===== src/rtl/wb_stage.sv =====
// Write-back stage.
// Takes the MEM/WB pipeline register contents and produces the register file write,
// the CP0 write, the architectural HI/LO registers and a registered bypass of the last
// RF write for the decode stage.
//
// Ports:
//   clk, rst_n                  clock, asynchronous active-low reset
//   stall0                      hold WB; nothing retires while high
//   MEM_WB_*                    control and data from the MEM/WB pipeline register
//   rf_wen/rf_waddr/rf_wdata    register file write port (combinational)
//   hi_o/lo_o                   HI/LO with same-cycle bypass of an active write
//   cp0_wen/cp0_waddr/cp0_wdata CP0 write port (combinational)
//   wb_fw_valid/addr/data       last RF write, registered, for ID forwarding
module wb_stage (
  input  logic        clk,
  input  logic        rst_n,
  input  logic        stall0,
  input  logic        MEM_WB_wreg_data,
  input  logic        MEM_WB_whi_data,
  input  logic        MEM_WB_wlo_data,
  input  logic        MEM_WB_wcp0_data,
  input  logic        MEM_WB_hi_i_sel_data,
  input  logic        MEM_WB_lo_i_sel_data,
  input  logic        MEM_WB_SC_result_sel_data,
  input  logic [1:0]  MEM_WB_result_sel_data,
  input  logic [3:0]  MEM_WB_load_type_data,
  input  logic [3:0]  MEM_WB_byte_valid_data,
  input  logic [4:0]  MEM_WB_regdst_data,
  input  logic [31:0] MEM_WB_rf_rdata0_fw_data,
  input  logic [31:0] MEM_WB_rf_rdata1_fw_data,
  input  logic [31:0] MEM_WB_ALU_result_data,
  input  logic [31:0] MEM_WB_mem_rdata_data,
  input  logic [63:0] MEM_WB_MulDiv_result_data,
  output logic        rf_wen,
  output logic [4:0]  rf_waddr,
  output logic [31:0] rf_wdata,
  output logic [31:0] hi_o,
  output logic [31:0] lo_o,
  output logic        cp0_wen,
  output logic [4:0]  cp0_waddr,
  output logic [31:0] cp0_wdata,
  output logic        wb_fw_valid,
  output logic [4:0]  wb_fw_addr,
  output logic [31:0] wb_fw_data
);

  localparam logic [3:0] LdLw  = 4'd0;
  localparam logic [3:0] LdLb  = 4'd1;
  localparam logic [3:0] LdLbu = 4'd2;
  localparam logic [3:0] LdLh  = 4'd3;
  localparam logic [3:0] LdLhu = 4'd4;
  localparam logic [3:0] LdLwl = 4'd5;
  localparam logic [3:0] LdLwr = 4'd6;

  logic        commit;
  logic [1:0]  addr;
  logic [31:0] byte_shifted;
  logic [7:0]  ld_byte;
  logic [15:0] ld_half;
  logic [31:0] lwl_shifted;
  logic [31:0] lwr_shifted;
  logic [31:0] lwl_merged;
  logic [31:0] lwr_merged;
  logic [31:0] load_data;

  logic        hi_we;
  logic        lo_we;
  logic [31:0] hi_new;
  logic [31:0] lo_new;
  logic [31:0] hi_q;
  logic [31:0] lo_q;

  logic        fw_valid_q;
  logic [4:0]  fw_addr_q;
  logic [31:0] fw_data_q;

  assign commit = ~stall0;
  assign addr   = MEM_WB_ALU_result_data[1:0];

  // Load data extraction (little-endian byte lanes).
  always_comb begin
    byte_shifted = MEM_WB_mem_rdata_data >> {addr, 3'b000};
    ld_byte      = byte_shifted[7:0];
    ld_half      = addr[1] ? MEM_WB_mem_rdata_data[31:16] : MEM_WB_mem_rdata_data[15:0];
    // ~addr == 3 - addr for a 2-bit address.
    lwl_shifted  = MEM_WB_mem_rdata_data << {~addr, 3'b000};
    lwr_shifted  = MEM_WB_mem_rdata_data >> {addr, 3'b000};
    lwl_merged   = MEM_WB_rf_rdata1_fw_data;
    lwr_merged   = MEM_WB_rf_rdata1_fw_data;
    for (int i = 0; i < 4; i++) begin
      if (MEM_WB_byte_valid_data[i]) begin
        lwl_merged[8*i +: 8] = lwl_shifted[8*i +: 8];
        lwr_merged[8*i +: 8] = lwr_shifted[8*i +: 8];
      end
    end

    load_data = MEM_WB_mem_rdata_data;
    case (MEM_WB_load_type_data)
      LdLw:    load_data = MEM_WB_mem_rdata_data;
      LdLb:    load_data = {{24{ld_byte[7]}}, ld_byte};
      LdLbu:   load_data = {24'd0, ld_byte};
      LdLh:    load_data = {{16{ld_half[15]}}, ld_half};
      LdLhu:   load_data = {16'd0, ld_half};
      LdLwl:   load_data = lwl_merged;
      LdLwr:   load_data = lwr_merged;
      default: load_data = MEM_WB_mem_rdata_data;
    endcase
  end

  // RF write port; SC success overrides the result select.
  always_comb begin
    rf_wdata = MEM_WB_ALU_result_data;
    if (MEM_WB_SC_result_sel_data) begin
      rf_wdata = 32'd1;
    end else begin
      case (MEM_WB_result_sel_data)
        2'd0:    rf_wdata = MEM_WB_ALU_result_data;
        2'd1:    rf_wdata = load_data;
        2'd2:    rf_wdata = MEM_WB_MulDiv_result_data[31:0];
        default: rf_wdata = MEM_WB_ALU_result_data;
      endcase
    end
  end

  assign rf_wen    = MEM_WB_wreg_data & commit & (MEM_WB_regdst_data != 5'd0);
  assign rf_waddr  = MEM_WB_regdst_data;

  assign cp0_wen   = MEM_WB_wcp0_data & commit;
  assign cp0_waddr = MEM_WB_regdst_data;
  assign cp0_wdata = MEM_WB_rf_rdata1_fw_data;

  // HI/LO
  assign hi_we  = MEM_WB_whi_data & commit;
  assign lo_we  = MEM_WB_wlo_data & commit;
  assign hi_new = MEM_WB_hi_i_sel_data ? MEM_WB_rf_rdata0_fw_data
                                       : MEM_WB_MulDiv_result_data[63:32];
  assign lo_new = MEM_WB_lo_i_sel_data ? MEM_WB_rf_rdata0_fw_data
                                       : MEM_WB_MulDiv_result_data[31:0];

  always_ff @(posedge clk or negedge rst_n) begin
    if (!rst_n) begin
      hi_q <= 32'd0;
      lo_q <= 32'd0;
    end else begin
      if (hi_we) hi_q <= hi_new;
      if (lo_we) lo_q <= lo_new;
    end
  end

  // Same-cycle bypass so a MFHI/MFLO reading this cycle sees the retiring value.
  assign hi_o = hi_we ? hi_new : hi_q;
  assign lo_o = lo_we ? lo_new : lo_q;

  // Registered copy of the RF write for ID-stage forwarding.
  always_ff @(posedge clk or negedge rst_n) begin
    if (!rst_n) begin
      fw_valid_q <= 1'b0;
      fw_addr_q  <= 5'd0;
      fw_data_q  <= 32'd0;
    end else begin
      fw_valid_q <= rf_wen;
      fw_addr_q  <= rf_waddr;
      fw_data_q  <= rf_wdata;
    end
  end

  assign wb_fw_valid = fw_valid_q;
  assign wb_fw_addr  = fw_addr_q;
  assign wb_fw_data  = fw_data_q;

endmodule

===== config.mk =====
export PLATFORM = sky130hd
export DESIGN_NAME = wb_stage
export DESIGN_NICKNAME = d
export VERILOG_FILES = /design/src/rtl/wb_stage.sv
export SDC_FILE = /design/constraint.sdc
export NUM_CORES = 1
export LEC_CHECK = 0
export CAP_MARGIN = 15
export CORE_ASPECT_RATIO = 1.2
export CORE_MARGIN = 5
export CORE_UTILIZATION = 27
export CTS_CLUSTER_SIZE = 10
export DETAILED_ROUTE_END_ITERATION = 8
export DONT_BUFFER_PORTS = 1
export PLACE_DENSITY_LB_ADDON = 0.05
export SYNTH_ARGS = -nofsm -noshare
export SYNTH_HDL_FRONTEND = slang
export SYNTH_SLANG_ARGS = --single-unit

===== constraint.sdc =====
create_clock -name clk -period 2.05 [get_ports clk]
set_clock_uncertainty 0.15 [all_clocks]
set_input_delay 0.1025 -clock clk [delete_from_list [all_inputs] [get_ports clk]]
set_output_delay 0.1025 -clock clk [all_outputs]
set_load 0.02 [all_outputs]

### Word-level counts from Yosys, hierarchy flattened

Cells that the tools add are included.

| word-level totals | value |
|---|---|
| flip-flop bits (word level) | 102 |
| input port bits | 217 |
| output and inout bits | 178 |
| logic and storage cells | 39 |

| operators by class | value |
|---|---|
| eq/ne operators | 8 |
| shifts and indexed selects | 2 |
| muxes and demuxes | 16 |
| bitwise gates (word level) | 7 |
| reduce and logical (&&, ||, !) cells | 1 |

Operators by type and width:

| kind | count |
|---|---|
| case mux 32 bit (6 select lines) | 1 |
| 2-to-1 mux 32 bit | 5 |
| 2-to-1 mux 8 bit | 8 |
| case mux 32 bit (2 select lines) | 1 |
| left shift 32 x 5 -> 32 bit | 1 |
| right shift 32 x 5 -> 32 bit | 1 |
| 2-to-1 mux 16 bit | 1 |
| equality test 4 x 3 -> 1 bit (second input constant) | 3 |
| equality test 4 x 2 -> 1 bit (second input constant) | 2 |
| AND 1 bit | 5 |
| nonzero test 5 bit | 1 |
| equality test 4 x 1 -> 1 bit (second input constant) | 1 |
| equality test 2 x 1 -> 1 bit (second input constant) | 1 |
| equality test 2 bit (second input constant) | 1 |
| inverter 2 bit | 1 |
| inverter 1 bit | 1 |

### Longest topological paths before layout

Gate-level depths: netlist of the first run.

| depth | value |
|---|---|
| word-level depth | 6 |
| mapped depth | 8 |
| mapped depth without buffers | 6 |

### Worst setup path after synthesis of the first run

Ideal clock, no wire load.

| timing | value |
|---|---|
| path type | input-to-reg |
| from | in MEM_WB_ALU_result_data[0] |
| to | reg fw_data_q[24], in the netlist wb_fw_data[24] |
| library setup time | 0.247 ns |
| data arrival time | 2.228 ns |
| required time | 1.653 ns |
| slack | -0.576 ns |
| stages on the path | 7 |
| buffers on the path | 2 |
| cells stage by stage | buf_4 buf_4 nor3b_2 nand3_1 nand3_1 a211oi_1 a2111oi_0 |

| between the ends | value |
|---|---|
| longest elaborated chain between the ends | 6 |
| elaborated cells on any way between the ends | 8 |
| those cells by class | 2 x shift; 5 x mux; 1 x bitwise |

Ends and longest elaborated chain:

| what | line | RTL |
|---|---|---|
| start, declared | 31 | `input logic [31:0] MEM_WB_ALU_result_data,` |
| inverter 2 bit | 86 | `lwl_shifted = MEM_WB_mem_rdata_data << {~addr, 3'b000};` |
| left shift 32 x 5 -> 32 bit | 86 |  |
| 2-to-1 mux 8 bit | 91 | `if (MEM_WB_byte_valid_data[i]) begin` |
| case mux 32 bit (6 select lines) (*) | 98 | `case (MEM_WB_load_type_data)` |
| case mux 32 bit (2 select lines) (*) | 116 | `case (MEM_WB_result_sel_data)` |
| 2-to-1 mux 32 bit (*) | 113 | `if (MEM_WB_SC_result_sel_data) begin` |
| via rf_wdata[24] | 36 | `output logic [31:0] rf_wdata,` |
| end signal, assigned | 163 | `fw_data_q <= rf_wdata;` |
| end, declared | 75 | `logic [31:0] fw_data_q;` |

The timed path passes the listed nets; every way through them passes the cells marked *.

### Final worst setup path of the first run

| timing | value |
|---|---|
| from | in MEM_WB_MulDiv_result_data[33] |
| to | out hi_o[1] |

| between the ends | value |
|---|---|
| longest elaborated chain between the ends | 2 |

Ends and longest elaborated chain:

| what | line | RTL |
|---|---|---|
| start, declared | 33 | `input logic [63:0] MEM_WB_MulDiv_result_data,` |
| 2-to-1 mux 32 bit | 135 | `assign hi_new = MEM_WB_hi_i_sel_data ? MEM_WB_rf_rdata0_fw_data` |
| 2-to-1 mux 32 bit | - |  |
| end, declared | 37 | `output logic [31:0] hi_o,` |

Every way passes these cells.

==> metrics.txt, run 1 <==
Setup WS post-layout -2.68 ps; maximum clock insertion buffer count 2; PwrDens 625 nW/um2; #FFs+latches synth 102; ys async rst share 100%; clock latency on the worst-skew pair 350 ps; max cap viols 0; maximum clock rate about 500 MHz; ANT cells 0; Final nets approximately 1,200; H-Tree Depth 3; initial DRC count 551; area delta synth->final 31.0%; fillers between 2,000 and 3,000; first-pass GRT wire length 52.7 mm; final hold viol count roughly 100; multi-input combinational cell area 4320 um2; die width 162 um; Tightest Pin Transition 1090 ps; Synth Cell Area 7450 um2; synth warn 0; HP Class input pin to asynchronous set/reset pin; share of layout cells above drive strength 1 18.3%; worst vdd rail ir drop a little under 0.4 mV; Crit Path Category input pin to output port; CP max-delay cell dlygate4sd3_1; Final ANT Viol Nets 0; clk slew on worst S/H paths 80 ps; Setup WS pre-CTS -192 ps; Synth Area per Inst 8.77 um2; wire per inst around 29 um; CTS tree yes; IO buf count 0; crit path max fanout 2; worst relative slew slack 26.8%; failing checks negative hold slack, negative setup slack; # IOs slightly below 400; CP Cell Sequence dlygate4sd3_1 > mux2i_1 > dlygate4sd3_1 > o21ai_0 > buf_4; Worst setup EP type output port; register area 2550 um2; syn_nets 1,069; reg2reg setup slack 800 ps; setup TNS -2.68 ps; vias in the first global route about 7,400; WL final 37.5 mm; Pleak 0.00420 uW; status finished with violations; final max-slew violation count 0; die height 192 um; core area between 20,000 and 30,000 um2; slowest stage delay, CP 570 ps; final setup fails 1; clk sinks 102; cell mode on critical path dlygate4sd3_1; total die area just over 30,000 um2; GPL Wtd Cong 0.895; clk root buf clkbuf_16; RSZ-0062 raised after global routing yes; post-DP HPWL 29.0 mm; largest net degree at the start of global routing 103; GRT Overall Usage a little under a quarter; initial antenna violation count 3; Congestion Overflow GR 0; CP Data Required Time 1800 ps; Final Util 35.9%; Distinct cells, synth 61; via count about 7,300; Row Count 66; Tmin final just over 2000 ps; sequential-to-total area share from yosys stat 34.3%; Starting Density a little over a quarter; CP arrival 1800 ps; Num CTS Buffers 9; Final Cycle Share 100%; drt drc 0; Synth Instances 850; Via density around 5.6; dominant synthesized flop cell dfrtp_1; Min Hold Slack -717 ps; number of detailed-route iterations in the first pass 5; Post-synth EDFFs 0; Startpoint Class input pin
## layout make-up
cell class	count	area share [%]
clock buffers	9	2.31
clock inverters	7	0.487
inverters	40	1.54
multi-input cells	590	44.3
flip-flops and latches	102	26.2
well taps	340	4.36
repair buffers	218	20.9
## kinds of logic (layout without fill, tap and decap cells)
group,Yosys count,in the layout,synth area share (%)
and+or+nand+nor,171,171,10.9
buffers and inverters,158,274,10.7
adders and majority gates,2,2,0.336
muxes,105,105,15.1
AOI/OAI and AO/OA,311,311,28.4
xor gates and xnor gates,1,1,0.218
DFF,102,102,34.3
## repair_timing
action,in CTS,in global routing
hold buffers,114,4
buffers inserted,0,1
pin swaps,3,9
endpoints found under the setup margin,8,21
resized for setup,13,20
endpoints found under the hold margin,171,104
## worst max-delay path: cells and delay by family
kind,cells,cell delay (ps)
buffers and inverters,3,1340
AO/OA/AOI/OAI,1,280
multiplexers,1,90
## state kept, by name, summed over array words and instances, names as in the netlist
signal,flops
hi_q,32
wb_fw_data,32
lo_q,32
wb_fw_addr,5
wb_fw_valid,1
## cells in the mapped netlist, types with 10 or more instances
library cell  instances  share of area [%]
a211oi_1             18                1.8
a21oi_1              56                3.8
a221o_1              16                2.1
a221oi_1             10                1.2
buf_2                15                1.0
buf_4                46                4.6
clkbuf_1             48                2.4
dfrtp_1             102                 34
inv_1                40                2.0
mux2_2               11                1.7
mux2i_1              89                 12
nand2_1              87                4.4
nand3_1              21                1.4
nor2_1               21                1.1
nor2b_1              18                1.5
o21ai_0             115                7.7
o2bb2ai_1            12                1.4
## power by group
part	internal, uW	total (uW)	switching (uW)
Sequential	2250	2420	163
Combinational	855	2030	1180
Clock	827	1650	824
## metrics by stage
step	instance area, um2	instances	total power [uW]	hold slack, ps
after floorplan	7500	850	3770	-343
after global placement	8120	1171	4180	-340
after detailed placement	8120	1171	4190	-340
after CTS	9630	1301	6120	-746
after global routing	9760	1306	6390	-743
final	9760	1306	6100	-717
## metal layers
layer,GRT usage [%],vias to the layer above,routed length (um)
met5,0,-,27
met4,7.39,4,1280
met3,6.42,61,3050
met2,41.2,386,18900
met1,26.8,3596,14300
li1,-,3295,-
## path summary, 6_finish.rpt
check,to,from,cells past startpoint
min reg2reg,hi_q[15],hi_q[15],2
min in group clk,wb_fw_data[11],MEM_WB_MulDiv_result_data[11],3
min,wb_fw_data[14],rst_n,0
max in group asynchronous,lo_q[4],rst_n,0
max reg2reg,lo_q[11],lo_q[11],2
max,hi_o[1],MEM_WB_MulDiv_result_data[33],5
## placed cells by master, fill, tap and decap left out, types with 4 or more instances in the layout
cell type and instances:
a21o_1 7, a211oi_1 14, o21a_1 8, o211ai_1 4, o2bb2ai_1 12, nand2_1 87
dfrtp_1 102, mux2_2 11, buf_12 8, nand2b_1 5, a221o_1 16, o22ai_1 9
buf_4 91, mux2i_1 89, mux4_2 5, o21ai_1 4, a21oi_1 55, a2bb2oi_1 5
nor2_1 14, nor2b_1 18, a2111oi_4 9, dlygate4sd3_1 117, o221ai_1 8, a22oi_1 9
a31oi_1 6, o21ai_0 111, clkbuf_16 9, inv_1 40, a221oi_1 9, nor2_2 8
nand3_1 20
(Power assumes the default switching activity.)
==> run 2: changes to the inputs <==
Settings changed: GPL_TIMING_DRIVEN from default to 0, RECOVER_POWER from default to 25.
==> metrics.txt, run 2 (synthesized netlist as in run 1, its figures left out) <==
Flop pwr share 37.6% (-2.0 points); met3 WL post-DR 3.49 mm (+14%); CP arrival 1830 ps (+30 ps); IO buf count 0 (unchanged); drt drc 0 (unchanged); via count 7,425 (+1.1%); core area 27,200 um2 (unchanged); slowest stage delay, CP 630 ps (+60 ps); first-pass GRT wire length 56.7 mm (+7.5%); commonest non-fill, non-tap cells in the layout dfrtp_1, nand2_1, mux2i_1; worst vdd rail ir drop 0.365 mV (-8.0%); final max-slew violation count 0 (unchanged); ANT cells 0 (unchanged); setup TNS -37.1 ps (-34.4 ps); Final Cycle Share 102% (+1.7 points); clk slew on worst S/H paths 70 ps (about the same); Tightest Pin Transition 1010 ps (-74.8 ps); Final ANT Viol Nets 0 (unchanged); CP Cell Sequence inv_1 > or4b_1 > buf_2 > a21oi_2 > a2111oi_4 > a2111oi_4; Row Count 66 (unchanged); initial antenna violation count 2 (-1); Clock Power Share 30.0% (+2.9 points); post-DP HPWL 32.6 mm (+12%); Startpoint Class input pin; clock latency on the worst-skew pair 350 ps (about the same); failing checks negative hold slack, negative setup slack; status finished with violations; CP max-delay cell a2111oi_4; clk sinks 102 (unchanged); total die area 31,000 um2 (unchanged); Pleak 0.00401 uW (-4.6%); combinational power share 32.4% (-0.9 points); GPL Wtd Cong 0.984 (+10%); Tmin final 2090 ps (+34.4 ps); RSZ-0062 raised after global routing yes; vias in the first global route 7,826 (+5.1%); cell mode on critical path a2111oi_4; CP Data Required Time 1800 ps (about the same); WL final 40.7 mm (+8.4%); Int Power 4050 uW (+3.0%); die height 192 um (unchanged); die width 162 um (unchanged); area delta synth->final 27.7%; clk root buf clkbuf_16; GRT Overall Usage 25.0% (+1.9 points); final setup fails 1 (unchanged); Final nets 1,152 (-2.4%); worst relative slew slack 31.9% (+5.0 points); Congestion Overflow GR 0 (unchanged); largest net degree at the start of global routing 103 (unchanged); wire per inst 31.8 um (+11%); Starting Density 27.4% (unchanged); Net Switching 2370 uW (+9.5%); maximum clock insertion buffer count 2 (unchanged); max cap viols 0 (unchanged); crit path max fanout 9 (+7); met2 routed WL 20.9 mm (+11%); # IOs 395 (unchanged); final hold viol count 102 (unchanged); Via density 5.81 (+3.3%); share of layout cells above drive strength 1 21.7% (+3.4 points); Setup WS post-layout -37.1 ps (-34.4 ps); PwrDens 674 nW/um2 (+8.0%); Crit Path Category input pin to output port; DR top layer met4; leading cell type in the layout, fill and taps excluded dfrtp_1; HP Class input pin to asynchronous set/reset pin; Min Hold Slack -713 ps (+3.51 ps); number of detailed-route iterations in the first pass 5 (unchanged); routed length on met1 14.8 mm (+3.6%); H-Tree Depth 3 (unchanged); Num CTS Buffers 9 (unchanged); CTS tree yes; Worst setup EP type output port; maximum clock rate 479 MHz (-1.6%); initial DRC count 469 (-15%); Sw Ratio 36.9% (+1.4 points); Power Total 6420 uW (+5.3%)
run 2: cell count changes in the layout (fill, tap and decap cells not counted), sizes merged, moves of 2 or more:
| cell | before | now |
|---|---|---|
| dlygate4sd3 | 117 | 66 |
| clkbuf | 9 | 56 |
| buf | 101 | 79 |
| bufinv | 0 | 2 |
| clkinv | 3 | 1 |
run 2: worst paths after layout:
check / from / to / slack (ps) / depth (start not counted)
worst max-delay path: MEM_WB_load_type_data[0] / rf_wdata[15] / -40 / 6
worst max register to register: lo_q[7] / lo_q[7] / 540 / 3
min in group clk: MEM_WB_MulDiv_result_data[61] / hi_q[29] / 0 / 2
max in group asynchronous: rst_n / lo_q[7] / 2290 / 0
worst min-delay path: rst_n / wb_fw_data[24] / -710 / 0
worst min register to register: hi_q[30] / hi_q[30] / 540 / 2
run 2: timing repair:
item / CTS / global route
hold endpoints to repair: 143 / 105
endpoints found under the setup margin: 112 / 37
buffers inserted: 4 / 5
gates resized for setup: 133 / 49
pin swaps: 15 / 14
hold buffers: 63 / 3
run 2: cell type report:
class                      count  area [um2]
clock buffer                  11         243
buffer                       115         761
timing repair buffer          75         728
fill                        2802       17700
multi-input combinational    590        4580
sequential                   102        2550
inverter                      40         150
tap                          340         425
clock inverter                 5        81.3
run 2: worst max-delay path: cells and delay by family:
family          cells  cell delay (ps)
compound gates      3              960
buf+inv             2              290
simple gates        1              480
run 2: power groups by stage:
stage / Sequential (uW) / Clock (uW) / Combinational [uW]
after detailed placement: 2460 / 0 / 1760
final: 2420 / 1920 / 2080
after global placement: 2460 / 0 / 1750
after global routing: 2440 / 2060 / 2200
after floorplan: 2430 / 0 / 1330
after CTS: 2420 / 1990 / 2020
run 2: stage by stage:
step                      setup slack [ps]  instance area [um2]  std cells  hold WS (ps)  util, %
after global routing                 -34.4                 9520       1278          -734     35.0
after floorplan                       59.3                 7500        850          -343        -
after CTS                            -28.9                 9310       1273          -740     34.3
after global placement                -708                 7920       1190          -340     29.2
after detailed placement              -691                 7920       1190          -340     29.2
final                                -37.1                 9520       1278          -713     35.0
run 2: metal layers:
metal  global-route usage, %  vias up
met4                    9.93        0
met2                    45.1      439
met1                    27.7     3678
met3                    7.04       70
li1                        -     3238
met5                       0        -
